**src/rtl/wash_pkg.sv**
```systemverilog
// Shared types and default sizing for the inlet-valve fill arbiter.
// Imported by the interface, picker and arbiter.
package wash_pkg;

  typedef enum logic [1:0] {
    IDLE,
    GRANT,
    GAP
  } state_t;

  localparam int N_MACH   = 4;
  localparam int MAX_FILL = 64;
  localparam int GAP_CYC  = 2;

endpackage

```
**src/rtl/fill_arbiter_if.sv**
```systemverilog
// Request/grant bundle between the washing machines and the arbiter.
// slave is the arbiter side, master the machine side.
interface fill_arbiter_if #(
  parameter int N_MACH = wash_pkg::N_MACH
);

  localparam int OW = (N_MACH > 1) ? $clog2(N_MACH) : 1;

  logic [N_MACH-1:0] fill_req;
  logic [N_MACH-1:0] fill_done;
  logic [N_MACH-1:0] fill_grant;
  logic              valve_open;
  logic [OW-1:0]     owner;
  logic [N_MACH-1:0] timeout;
  logic              busy;

  modport slave (
    input  fill_req,
    input  fill_done,
    output fill_grant,
    output valve_open,
    output owner,
    output timeout,
    output busy
  );

  modport master (
    output fill_req,
    output fill_done,
    input  fill_grant,
    input  valve_open,
    input  owner,
    input  timeout,
    input  busy
  );

endinterface

```
**src/rtl/rr_picker.sv**
```systemverilog
// Round-robin winner search: first eligible index above owner, with wrap.
// Purely combinational.
module rr_picker #(
  parameter int N_MACH = 4,
  parameter int OW     = 2
) (
  input  logic [N_MACH-1:0] elig,
  input  logic [OW-1:0]     owner,
  output logic [OW-1:0]     win,
  output logic              valid
);

  logic [OW-1:0] idx;

  // scan owner+1 .. owner+N_MACH, keep the first hit
  always_comb begin
    win   = '0;
    valid = 1'b0;
    idx   = '0;
    for (int k = 1; k <= N_MACH; k++) begin
      idx = OW'((int'(owner) + k) % N_MACH);
      if (!valid && elig[idx]) begin
        win   = idx;
        valid = 1'b1;
      end
    end
  end

endmodule

```
**src/rtl/fill_arbiter.sv**
```systemverilog
// Shared inlet valve arbiter: round-robin grant, bounded tenure,
// timeout lockout and a closed-valve gap between grants.
module fill_arbiter
  import wash_pkg::*;
#(
  parameter int N_MACH   = wash_pkg::N_MACH,
  parameter int MAX_FILL = wash_pkg::MAX_FILL,
  parameter int GAP_CYC  = wash_pkg::GAP_CYC
) (
  input logic           clk,
  input logic           reset,
  fill_arbiter_if.slave bus
);

  localparam int OW = (N_MACH > 1) ? $clog2(N_MACH) : 1;
  localparam int CW = (MAX_FILL > 1) ? $clog2(MAX_FILL) : 1;
  localparam int GW = (GAP_CYC > 1) ? $clog2(GAP_CYC) : 1;

  localparam logic [CW-1:0] CNT_LAST = CW'(MAX_FILL - 1);
  localparam logic [GW-1:0] GAP_LAST =
    GW'((GAP_CYC > 0) ? GAP_CYC - 1 : 0);
  localparam logic [N_MACH-1:0] ONE = N_MACH'(1);

  state_t            state;
  logic [CW-1:0]     cnt;
  logic [GW-1:0]     gcnt;
  logic [N_MACH-1:0] lockout;
  logic [N_MACH-1:0] grant;
  logic [N_MACH-1:0] tmo;
  logic [OW-1:0]     own;
  logic              valve;
  logic              bsy;

  logic [N_MACH-1:0] elig;
  logic [OW-1:0]     win;
  logic              valid;
  logic              hold;
  logic              rel;
  logic              expire;

  assign elig = bus.fill_req & ~bus.fill_done & ~lockout;

  // release on drop, done, or last tenure cycle; timeout only if held
  assign hold   = bus.fill_req[own] & ~bus.fill_done[own];
  assign rel    = ~hold | (cnt == CNT_LAST);
  assign expire = hold & (cnt == CNT_LAST);

  rr_picker #(
    .N_MACH (N_MACH),
    .OW     (OW)
  ) u_pick (
    .elig   (elig),
    .owner  (own),
    .win    (win),
    .valid  (valid)
  );

  // arbiter FSM with all outputs registered
  always_ff @(posedge clk or negedge reset) begin
    if (!reset) begin
      state   <= IDLE;
      cnt     <= '0;
      gcnt    <= '0;
      lockout <= '0;
      grant   <= '0;
      tmo     <= '0;
      own     <= OW'(N_MACH - 1);
      valve   <= 1'b0;
      bsy     <= 1'b0;
    end else begin
      tmo     <= '0;
      lockout <= lockout & bus.fill_req;
      unique case (state)
        IDLE: begin
          if (valid) begin
            state <= GRANT;
            grant <= ONE << win;
            own   <= win;
            cnt   <= '0;
            valve <= 1'b1;
            bsy   <= 1'b1;
          end
        end
        GRANT: begin
          if (rel) begin
            grant <= '0;
            valve <= 1'b0;
            cnt   <= '0;
            gcnt  <= '0;
            if (expire) begin
              tmo     <= ONE << own;
              lockout <= (lockout & bus.fill_req)
                       | (ONE << own);
            end
            if (GAP_CYC == 0) begin
              state <= IDLE;
              bsy   <= 1'b0;
            end else begin
              state <= GAP;
            end
          end else begin
            cnt <= cnt + 1'b1;
          end
        end
        GAP: begin
          if (gcnt == GAP_LAST) begin
            state <= IDLE;
            bsy   <= 1'b0;
          end else begin
            gcnt <= gcnt + 1'b1;
          end
        end
        default: state <= IDLE;
      endcase
    end
  end

  assign bus.fill_grant = grant;
  assign bus.valve_open = valve;
  assign bus.owner      = own;
  assign bus.timeout    = tmo;
  assign bus.busy       = bsy;

endmodule

```
**src/flat_wrapper.sv**
```systemverilog
// flat-port wrapper written by rule: the top's interface ports become plain ports
module fill_arbiter_flat import wash_pkg::*;
#(
  parameter int N_MACH   = wash_pkg::N_MACH,
  parameter int MAX_FILL = wash_pkg::MAX_FILL,
  parameter int GAP_CYC  = wash_pkg::GAP_CYC
)
  (clk, reset, bus_fill_req, bus_fill_done, bus_fill_grant, bus_valve_open, bus_owner, bus_timeout, bus_busy);
  fill_arbiter_if #(.N_MACH(N_MACH)) bus_i ();
  input logic clk;
  input logic reset;
  input wire logic [$bits(bus_i.fill_req)-1:0] bus_fill_req;
  input wire logic [$bits(bus_i.fill_done)-1:0] bus_fill_done;
  output wire logic [$bits(bus_i.fill_grant)-1:0] bus_fill_grant;
  output wire logic [$bits(bus_i.valve_open)-1:0] bus_valve_open;
  output wire logic [$bits(bus_i.owner)-1:0] bus_owner;
  output wire logic [$bits(bus_i.timeout)-1:0] bus_timeout;
  output wire logic [$bits(bus_i.busy)-1:0] bus_busy;
  assign bus_i.fill_req = bus_fill_req;
  assign bus_i.fill_done = bus_fill_done;
  assign bus_fill_grant = bus_i.fill_grant;
  assign bus_valve_open = bus_i.valve_open;
  assign bus_owner = bus_i.owner;
  assign bus_timeout = bus_i.timeout;
  assign bus_busy = bus_i.busy;
  fill_arbiter #(.N_MACH(N_MACH), .MAX_FILL(MAX_FILL), .GAP_CYC(GAP_CYC)) u_core (.clk(clk), .reset(reset), .bus(bus_i));
endmodule
```
**config.mk**
```make
export PLATFORM = sky130hd
export DESIGN_NAME = fill_arbiter_flat
export DESIGN_NICKNAME = d
export VERILOG_FILES = /design/src/rtl/wash_pkg.sv /design/src/rtl/fill_arbiter_if.sv /design/src/rtl/rr_picker.sv /design/src/rtl/fill_arbiter.sv /design/src/flat_wrapper.sv
export SDC_FILE = /design/constraint.sdc
export NUM_CORES = 1
export LEC_CHECK = 0
export CAP_MARGIN = 20
export CORE_UTILIZATION = 35
export DETAILED_ROUTE_END_ITERATION = 7
export GPL_TIMING_DRIVEN = 1
export HOLD_SLACK_MARGIN = 0.15
export SETUP_SLACK_MARGIN = 0.2
export SLEW_MARGIN = 20
export SYNTH_ARGS = -nofsm -noshare
export SYNTH_HDL_FRONTEND = slang
export SYNTH_HIERARCHICAL = 1
export SYNTH_SLANG_ARGS = --single-unit
```
**constraint.sdc**
```tcl
create_clock -name clk -period 2.3 [get_ports clk]
set_input_delay 0.46 -clock clk [delete_from_list [all_inputs] [get_ports clk]]
set_output_delay 0.46 -clock clk [all_outputs]
set_load 0.01 [all_outputs]
```
==> results of run 1 <==
routing by layer:
layer / up-vias / wire length (um) / track usage [%]
li1: 503 / - / -
met5: - / 0 / 0
met4: 0 / 31 / 5.71
met2: 18 / 1150 / 24.4
met3: 4 / 80 / 2.10
met1: 464 / 1160 / 20.1
per-stage QoR:
stage | instance area, um2 | power [mW] | setup slack [ns] | utilization [%]
after floorplan | 1230 | 0.995 | 0.508 | -
after global placement | 1550 | 1.24 | 0.0444 | 46.0
after detailed placement | 1550 | 1.25 | 0.0295 | 46.0
after CTS | 1580 | 1.45 | 0.263 | 46.8
after global routing | 1580 | 1.55 | 0.210 | 46.8
final | 1580 | 1.43 | 0.282 | 46.8
final cells by class:
cell class | count | area [um2] | area share, %
clock inverter | 1 | 5.00 | 0.318
sequential | 25 | 628 | 39.9
timing repair buffer | 28 | 263 | 16.7
clock buffer | 3 | 22.5 | 1.43
multi-input combinational | 92 | 573 | 36.4
inverter | 7 | 26.3 | 1.67
tap | 46 | 57.6 | 3.65
kinds of logic after synthesis:
group / after synthesis / share of synthesized area (%)
compound gates: 28 / 15.6
xor+xnor: 1 / 0.709
fa+ha+maj: 1 / 1.01
buf+inv: 9 / 2.74
flops: 25 / 50.9
mux: 4 / 4.26
simple gates: 58 / 24.8
flip-flops by register name (all words and copies together) (netlist names):
name                   cells
u_core/bus.fill_grant      4
u_core/bus.valve_open      1
u_core/cnt                 6
u_core/gcnt                1
u_core/state               2
u_core/bus.timeout         4
u_core/bus.busy            1
u_core/bus.owner           2
u_core/lockout             4
power groups by stage:
stage / clock (mW) / sequential, mW / combinational, mW
floorplan: 0 / 0.664 / 0.331
global placement: 0 / 0.654 / 0.591
detailed placement: 0 / 0.656 / 0.595
CTS: 0.206 / 0.649 / 0.599
global route: 0.220 / 0.668 / 0.663
finish: 0.194 / 0.647 / 0.593
worst max-delay path by stage:
stage | start | to | cells after the start
5_1_grt | u_core/bus.owner[1] | bus_owner[1] | 1
3_5_place_dp | bus_fill_done[1] | u_core/cnt[3] | 9
3_3_place_gp | bus_fill_done[1] | u_core/cnt[3] | 9
4_1_cts | u_core/bus.owner[1] | bus_owner[1] | 1
2_1_floorplan | bus_fill_done[1] | u_core/bus.fill_grant[0] | 9
6_report | u_core/bus.owner[1] | bus_owner[1] | 1
placed cells by master (no fill, tap or decap), drive strengths merged, types with 3 or more instances in the layout:
cell            n
nand2b          7
a21o            4
clkbuf          3
clkdlybuf4s50  21
nand3           9
nor4            4
o21ai           9
nor2           11
nand2          15
buf             7
inv             7
a21oi           7
nor2b           4
dfrtp          23
mux2i           3
==> results.toml, run 1 <==
[critical_path]
slowest_stage = "dfstp_2"
path_cells = "clkdlybuf4s50_1"
timing.rr.end = "u_core/bus.fill_grant[1]"
reg2reg_from = "u_core/bus.owner[1]"
arrival_ns = 1.56
endpoint_kind = "output pin"
path_buf_inv = 1
worst_path_largest_cell_delay_ns = 0.67
path_max_fanout = 10
cp_data_required_time_ns = 1.84
critPathLaunchType = "flip-flop"
path_class = "reg -> out"
ff2ff_setup_slack_ns = 0.52
r2r_cells = 4
path_delay_family = "flip-flops"

[route]
drtPass1Iterations = 4
drt-total-wl_mm = 2.42
wl_per_cell_um = 12.0
antenna_left = 0
drc_errors = 0
via_per_inst = 4.90
dr_total_vias = 989
drt_iter0_drc = 23

[die]
start_util_pct = 36.7
num_rows = 21
num_io_pins = 22
dieHeight_um = 61.4
core_area_um2 = 3360
die_w_um = 61.4
die_area_um2 = 3770

[cells_and_area]
instances_no_fill = 202
drive_gt1_share_pct = 12.8
area_delta_synth_final_pct = 27.6
nets = 168
antenna_cells = 0
fillers = 355

[pwr]
p_leak_nw = 0.698
power.clock.fraction_pct = 13.5
peakVddDrop_mv = 0.518
switching_share_pct = 37.0
power_density_nw_per_um2 = 910
power.switching_mw = 0.531
combPwrFrac_pct = 41.3
power_frac_seq_pct = 45.1
internal-power_mw = 0.903

[synthesis]
yosysMostFrequentCell = "dfrtp_1"
synth_ff_type = "dfrtp_1"
ys_seq_area_share_pct = 50.9
synth_area_leaders = "dfrtp_1, nand2_1, dfstp_2"
syn-instance-count = 126
yosysWarnings = 6
avgSynthCellArea_um2 = 9.80
yosys.area.top_type_share_pct = 46.6
synth_edf_count = 0
synth_common_cells = "dfrtp_1, nand2_1, nor2_1"
ys_ff_latch = 25
synth_top_cell_by_area = "dfrtp_1"
syn_area_um2 = 1230
ys_types = 35
async_flop_share_pct = 100
syn-num-nets = 137

[global_route]
antenna_found_initial = 0
grt_max_degree = 26
grt-ovfl-total = 0
grt_first_pass_wirelength_mm = 4.12
grt_pass1_vias = 960
grtUsageTotal_pct = 14.9

[sta]
fin_setup_tns_ns = 0
fin_crit_ns = 2.02
grt_setup_unrepaired = "false"
slew_headroom_pct = 76.0
clock.fmax_mhz = 496
finalHoldViolCount = 0
timing.final.crit_share_pct = 87.7
holdWs_ns = 0.465
setup_violations = 0
worst_slew_pin_slew_ns = 0.358
fin_skew_ns = 0.00212
slew_violations = 0

[clocking]
cts_root_buffer = "clkbuf_4"
cts.path.max_buffers = 2
cts.sinks = 25
cts_buffers = 3
post_cts_buffers = 0
cts-resized-gates = 0
hold_buffers = 0
cts_tree = "done"
htree_levels = 1
clk_pin_slew_worst_paths_ns = 0.13
insertion_delay_ns = 0.31

[run]
drv_cap = 0

[place]
hpwl_mm = 1.82
gp_congestion = 0.757
dp.cells = 198
portBuffers = 21

[hold_path]
hp-class = "reg -> reg"
min-delay-start = "u_core/gcnt"
hold-path-cell-count = 1
min_to = "u_core/state[1]"

[status]
status = "finished, final reports clean"
(Power assumes the default switching activity.)
==> run 2, diff against run 1 <==
--- a/config.mk
+++ b/config.mk
@@ -10,7 +10,9 @@
 export DETAILED_ROUTE_END_ITERATION = 7
 export GPL_TIMING_DRIVEN = 1
 export HOLD_SLACK_MARGIN = 0.15
+export PLACE_DENSITY = 0.67
 export SETUP_SLACK_MARGIN = 0.2
+export SKIP_LAST_GASP = 1
 export SLEW_MARGIN = 20
 export SYNTH_ARGS = -nofsm -noshare
 export SYNTH_HDL_FRONTEND = slang
==> results.toml, run 2 (synthesized netlist as in run 1, its figures left out) <==
[clocking]
htree_levels = 1
post_cts_buffers = 0
cts.sinks = 25
cts_tree = "done"
clk_pin_slew_worst_paths_ns = 0.14
insertion_delay_ns = 0.32
hold_buffers = 0
cts.path.max_buffers = 2
cts_root_buffer = "clkbuf_4"
cts-resized-gates = 0
cts_buffers = 3

[critical_path]
r2r_cells = 4
critPathLaunchType = "flip-flop"
reg2reg_from = "u_core/bus.owner[1]"
slowest_stage = "dfstp_2"
path_buf_inv = 1
timing.rr.end = "u_core/cnt[3]"
path_cells = "clkdlybuf4s50_1"
path_delay_family = "flip-flops"
endpoint_kind = "output pin"
cp_data_required_time_ns = 1.84
path_max_fanout = 10
worst_path_largest_cell_delay_ns = 0.66
ff2ff_setup_slack_ns = 0.50
path_class = "reg -> out"
arrival_ns = 1.55

[sta]
finalHoldViolCount = 0
setup_violations = 0
slew_headroom_pct = 73.9
slew_violations = 0
fin_setup_tns_ns = 0
fin_skew_ns = 0.00682
timing.final.crit_share_pct = 87.6
grt_setup_unrepaired = "false"
clock.fmax_mhz = 496
fin_crit_ns = 2.01
worst_slew_pin_slew_ns = 0.389

[route]
drc_errors = 0
dr_total_vias = 1034
via_per_inst = 5.12
drt_iter0_drc = 32
drt-total-wl_mm = 2.61
drtPass1Iterations = 4
wl_per_cell_um = 12.9
antenna_left = 0

[global_route]
grt_max_degree = 26
grt_pass1_vias = 1029
grt_first_pass_wirelength_mm = 4.49
grt-ovfl-total = 0
grtUsageTotal_pct = 16.2
antenna_found_initial = 0

[pwr]
power.clock.fraction_pct = 13.9
power_frac_seq_pct = 44.5
internal-power_mw = 0.904
combPwrFrac_pct = 41.7
switching_share_pct = 37.4
p_leak_nw = 0.693
power_density_nw_per_um2 = 913
power.total_mw = 1.44
power.switching_mw = 0.540
peakVddDrop_mv = 0.476

[cells_and_area]
largest-register = "u_core/cnt"
drive_gt1_share_pct = 14.1
final_cell_mix = "dfrtp_1, clkdlybuf4s50_1, nand2_1, nand3_1, nor2_1"
largest_reg_flops = 6
nets = 168
area_delta_synth_final_pct = 28.2
fillers = 351
final_common_cell = "dfrtp_1"
antenna_cells = 0

[place]
portBuffers = 21
gp_congestion = 0.741
hpwl_mm = 1.97

[die]
die_area_um2 = 3770
dieHeight_um = 61.4
core_area_um2 = 3360
num_rows = 21
start_util_pct = 36.7
num_io_pins = 22
die_w_um = 61.4

[hold_path]
min_to = "u_core/state[1]"
min-delay-start = "u_core/gcnt"
hold-path-cell-count = 1
hp-class = "reg -> reg"

[run]
drv_cap = 0

[status]
status = "finished, final reports clean"
-- run 2: changes by cell type in the layout (fill, tap and decap cells not counted) --
cell	previous run	this run
nor2_1	11	9
clkinv_2	1	0
clkinvlp_4	0	1
nor2_2	0	2
-- run 2: worst max path at each step --
| stage | endpoint | depth (start not counted) | slack (ns) | start |
|---|---|---|---|---|
| after global placement | u_core/cnt[3] | 9 | 0.08 | bus_fill_done[1] |
| after CTS | bus_owner[1] | 1 | 0.26 | u_core/bus.owner[1] |
| after global routing | bus_owner[1] | 1 | 0.24 | u_core/bus.owner[1] |
| after floorplan | u_core/bus.fill_grant[0] | 9 | 0.51 | bus_fill_done[1] |
| final | bus_owner[1] | 1 | 0.29 | u_core/bus.owner[1] |
| after detailed placement | u_core/cnt[3] | 9 | -0.04 | bus_fill_done[1] |
-- run 2: routing by layer --
metal | routed length, um | global-route usage (%) | share of wire [%] | vias up
met5 | 0 | 0 | 0 | -
li1 | - | - | - | 501
met1 | 1160 | 20.3 | 44 | 507
met2 | 1370 | 28.7 | 52 | 24
met4 | 18 | 4.76 | 0.69 | 0
met3 | 66 | 2.52 | 2.5 | 2
-- run 2: layout make-up --
class                           count  area (um2)  area share, %
Sequential cell                    25         628           39.7
Multi-Input combinational cell     92         578           36.5
Timing Repair Buffer               28         263           16.6
Tap cell                           46        57.6           3.64
Inverter                            7        26.3           1.66
Clock buffer                        3        22.5           1.42
Clock inverter                      1        7.51          0.474
-- run 2: stage by stage --
| step | util (%) | area [um2] | setup slack [ns] | std cells | hold WS [ns] |
|---|---|---|---|---|---|
| floorplan | - | 1230 | 0.508 | 126 | 0.164 |
| detailed placement | 46.0 | 1550 | -0.0401 | 198 | 0.453 |
| global route | 47.1 | 1580 | 0.244 | 202 | 0.496 |
| CTS | 46.9 | 1580 | 0.264 | 202 | 0.474 |
| global placement | 46.0 | 1550 | 0.0806 | 198 | 0.439 |
| finish | 47.1 | 1580 | 0.285 | 202 | 0.468 |
-- run 2: power by group through the flow --
stage	Sequential (mW)	Combinational [mW]	Clock [mW]
CTS	0.643	0.607	0.215
global route	0.657	0.671	0.226
finish	0.642	0.602	0.200
detailed placement	0.650	0.605	0
global placement	0.650	0.586	0
floorplan	0.664	0.331	0
-- run 2: worst register-to-register path, stage by stage, from the launching register on --
cell,delay [ns]
dfstp_2,0.66
inv_2,0.09
mux4_2,0.55
a41oi_1,0.28
mux2i_1,0.11
==> run 3, diff against run 2 <==
--- a/config.mk
+++ b/config.mk
@@ -5,12 +5,14 @@
 export SDC_FILE = /design/constraint.sdc
 export NUM_CORES = 1
 export LEC_CHECK = 0
-export CAP_MARGIN = 20
-export CORE_UTILIZATION = 35
+export CAP_MARGIN = 0
+export CELL_PAD_IN_SITES_DETAIL_PLACEMENT = 2
+export CELL_PAD_IN_SITES_GLOBAL_PLACEMENT = 2
+export CORE_UTILIZATION = 32
 export DETAILED_ROUTE_END_ITERATION = 7
 export GPL_TIMING_DRIVEN = 1
-export HOLD_SLACK_MARGIN = 0.15
-export PLACE_DENSITY = 0.67
+export HOLD_SLACK_MARGIN = 0.06
+export PLACE_DENSITY = 0.88
 export SETUP_SLACK_MARGIN = 0.2
 export SKIP_LAST_GASP = 1
 export SLEW_MARGIN = 20
==> results.toml, run 3 (synthesized netlist as in run 1, its figures left out) <==
[pwr]
combPwrFrac_pct = 41.4
power.clock.fraction_pct = 17.2
peakVddDrop_mv = 0.392
switching_share_pct = 39.4
p_leak_nw = 0.699
power_frac_seq_pct = 41.4
power.switching_mw = 0.635
internal-power_mw = 0.978
power_density_nw_per_um2 = 985

[sta]
slew_violations = 0
grt_setup_unrepaired = "true"
worst_slew_pin_slew_ns = 0.435
finalHoldViolCount = 0
holdWs_ns = 0.486
setup_violations = 0
fin_skew_ns = 0.00890
fin_crit_ns = 2.03
setup_slack_ns = 0.266
fin_setup_tns_ns = 0
slew_headroom_pct = 70.7
timing.final.crit_share_pct = 88.5
clock.fmax_mhz = 492

[critical_path]
arrival_ns = 2.20
critPathLaunch = "bus_fill_req[2]"
path_max_fanout = 10
ff2ff_setup_slack_ns = 0.47
critPathCapture = "u_core/bus.fill_grant[0]"
r2r_cells = 4
path_class = "in -> reg"
timing.rr.end = "u_core/bus.fill_grant[1]"
critPathLaunchType = "input port"
endpoint_kind = "flip-flop"
reg2reg_from = "u_core/bus.owner[1]"
cp_data_required_time_ns = 2.47

[die]
dieHeight_um = 64.1
num_rows = 22
core_area_um2 = 3690
num_io_pins = 22
start_util_pct = 33.5
die_area_um2 = 4110
die_w_um = 64.1

[global_route]
grt_pass1_vias = 1234
grtUsageTotal_pct = 19.1
antenna_found_initial = 0
grt_first_pass_wirelength_mm = 6.00
grt_max_degree = 26
grt-ovfl-total = 0

[route]
wl_per_cell_um = 18.6
via_per_inst = 5.24
dr_total_vias = 1058
antenna_left = 0
drt-total-wl_mm = 3.75
drc_errors = 0
drtPass1Iterations = 4
drt_iter0_drc = 16

[cells_and_area]
final_util_pct = 44.4
largest-register = "u_core/cnt"
largest_reg_flops = 6
antenna_cells = 0
nets = 166
drive_gt1_share_pct = 15.6
final_cell_mix = "dfrtp_1, clkdlybuf4s50_1, nand2_1, nand3_1"
instances_no_fill = 202
final_common_cell = "dfrtp_1"
area_delta_synth_final_pct = 32.5

[place]
hpwl_mm = 2.60
dp.cells = 197
place_ws_ns = -0.148
portBuffers = 21
gp_congestion = 0.738

[clocking]
htree_levels = 1
cts_tree = "done"
cts_root_buffer = "clkbuf_8"
cts_buffers = 3
clk_pin_slew_worst_paths_ns = 0.10
cts.sinks = 25
cts.path.max_buffers = 2
insertion_delay_ns = 0.28

[status]
status = "finished, final reports clean"

[run]
drv_cap = 0

[hold_path]
hp-class = "reg -> reg"
min-delay-start = "u_core/lockout[3]"
run 3: what timing repair did:
action / 4_1_cts / 5_1_grt
setup buffers: 0 / 1
hold endpoints to repair: 0 / 0
gates resized for setup: 5 / 7
setup endpoints to repair: 6 / 5
pin swaps: 0 / 1
hold buffers: 0 / 0
run 3: per-stage QoR:
step,instance area [um2],power [mW]
after floorplan,1230,0.995
after global placement,1530,1.24
after detailed placement,1530,1.29
after CTS,1590,1.58
after global routing,1640,1.73
final,1640,1.61
run 3: final cells by class:
type	count	area, um2
clock buffer	3	41.3
clock inverter	1	7.51
fill	397	2050
inverter	7	26.3
multi-input combinational	92	626
sequential	25	628
tap	48	60.1
timing repair buffer	26	248
run 3: worst max-delay path: stages:
cell,delay (ns)
clkdlybuf4s50_1,0.54
nand2b_1,0.14
nor2_4,0.15
nor2_1,0.08
nand2_1,0.13
nor3b_4,0.26
buf_4,0.21
o31ai_2,0.07
o21ai_1,0.09
nor2_1,0.06
run 3: power groups by stage:
stage | sequential [mW] | combinational, mW | clock [mW]
after global routing | 0.689 | 0.741 | 0.300
after floorplan | 0.664 | 0.331 | 0
final | 0.667 | 0.667 | 0.278
after global placement | 0.653 | 0.586 | 0
after CTS | 0.660 | 0.630 | 0.289
after detailed placement | 0.663 | 0.623 | 0
run 3: layer usage:
layer / up-vias / routed length [um] / track usage, %
li1: 496 / - / -
met1: 542 / 1690 / 24.0
met2: 13 / 1910 / 33.6
met5: - / 0 / 0
met3: 7 / 61 / 1.79
met4: 0 / 88 / 7.78
run 3: how the worst min path moves through the flow:
stage,endpoint,slack (ns),cells after the start
3_5_place_dp,u_core/lockout[3],0.47,1
3_3_place_gp,u_core/state[1],0.44,1
5_1_grt,u_core/lockout[3],0.52,1
2_1_floorplan,u_core/bus.busy,0.16,0
6_report,u_core/lockout[3],0.49,1
4_1_cts,u_core/lockout[3],0.49,1
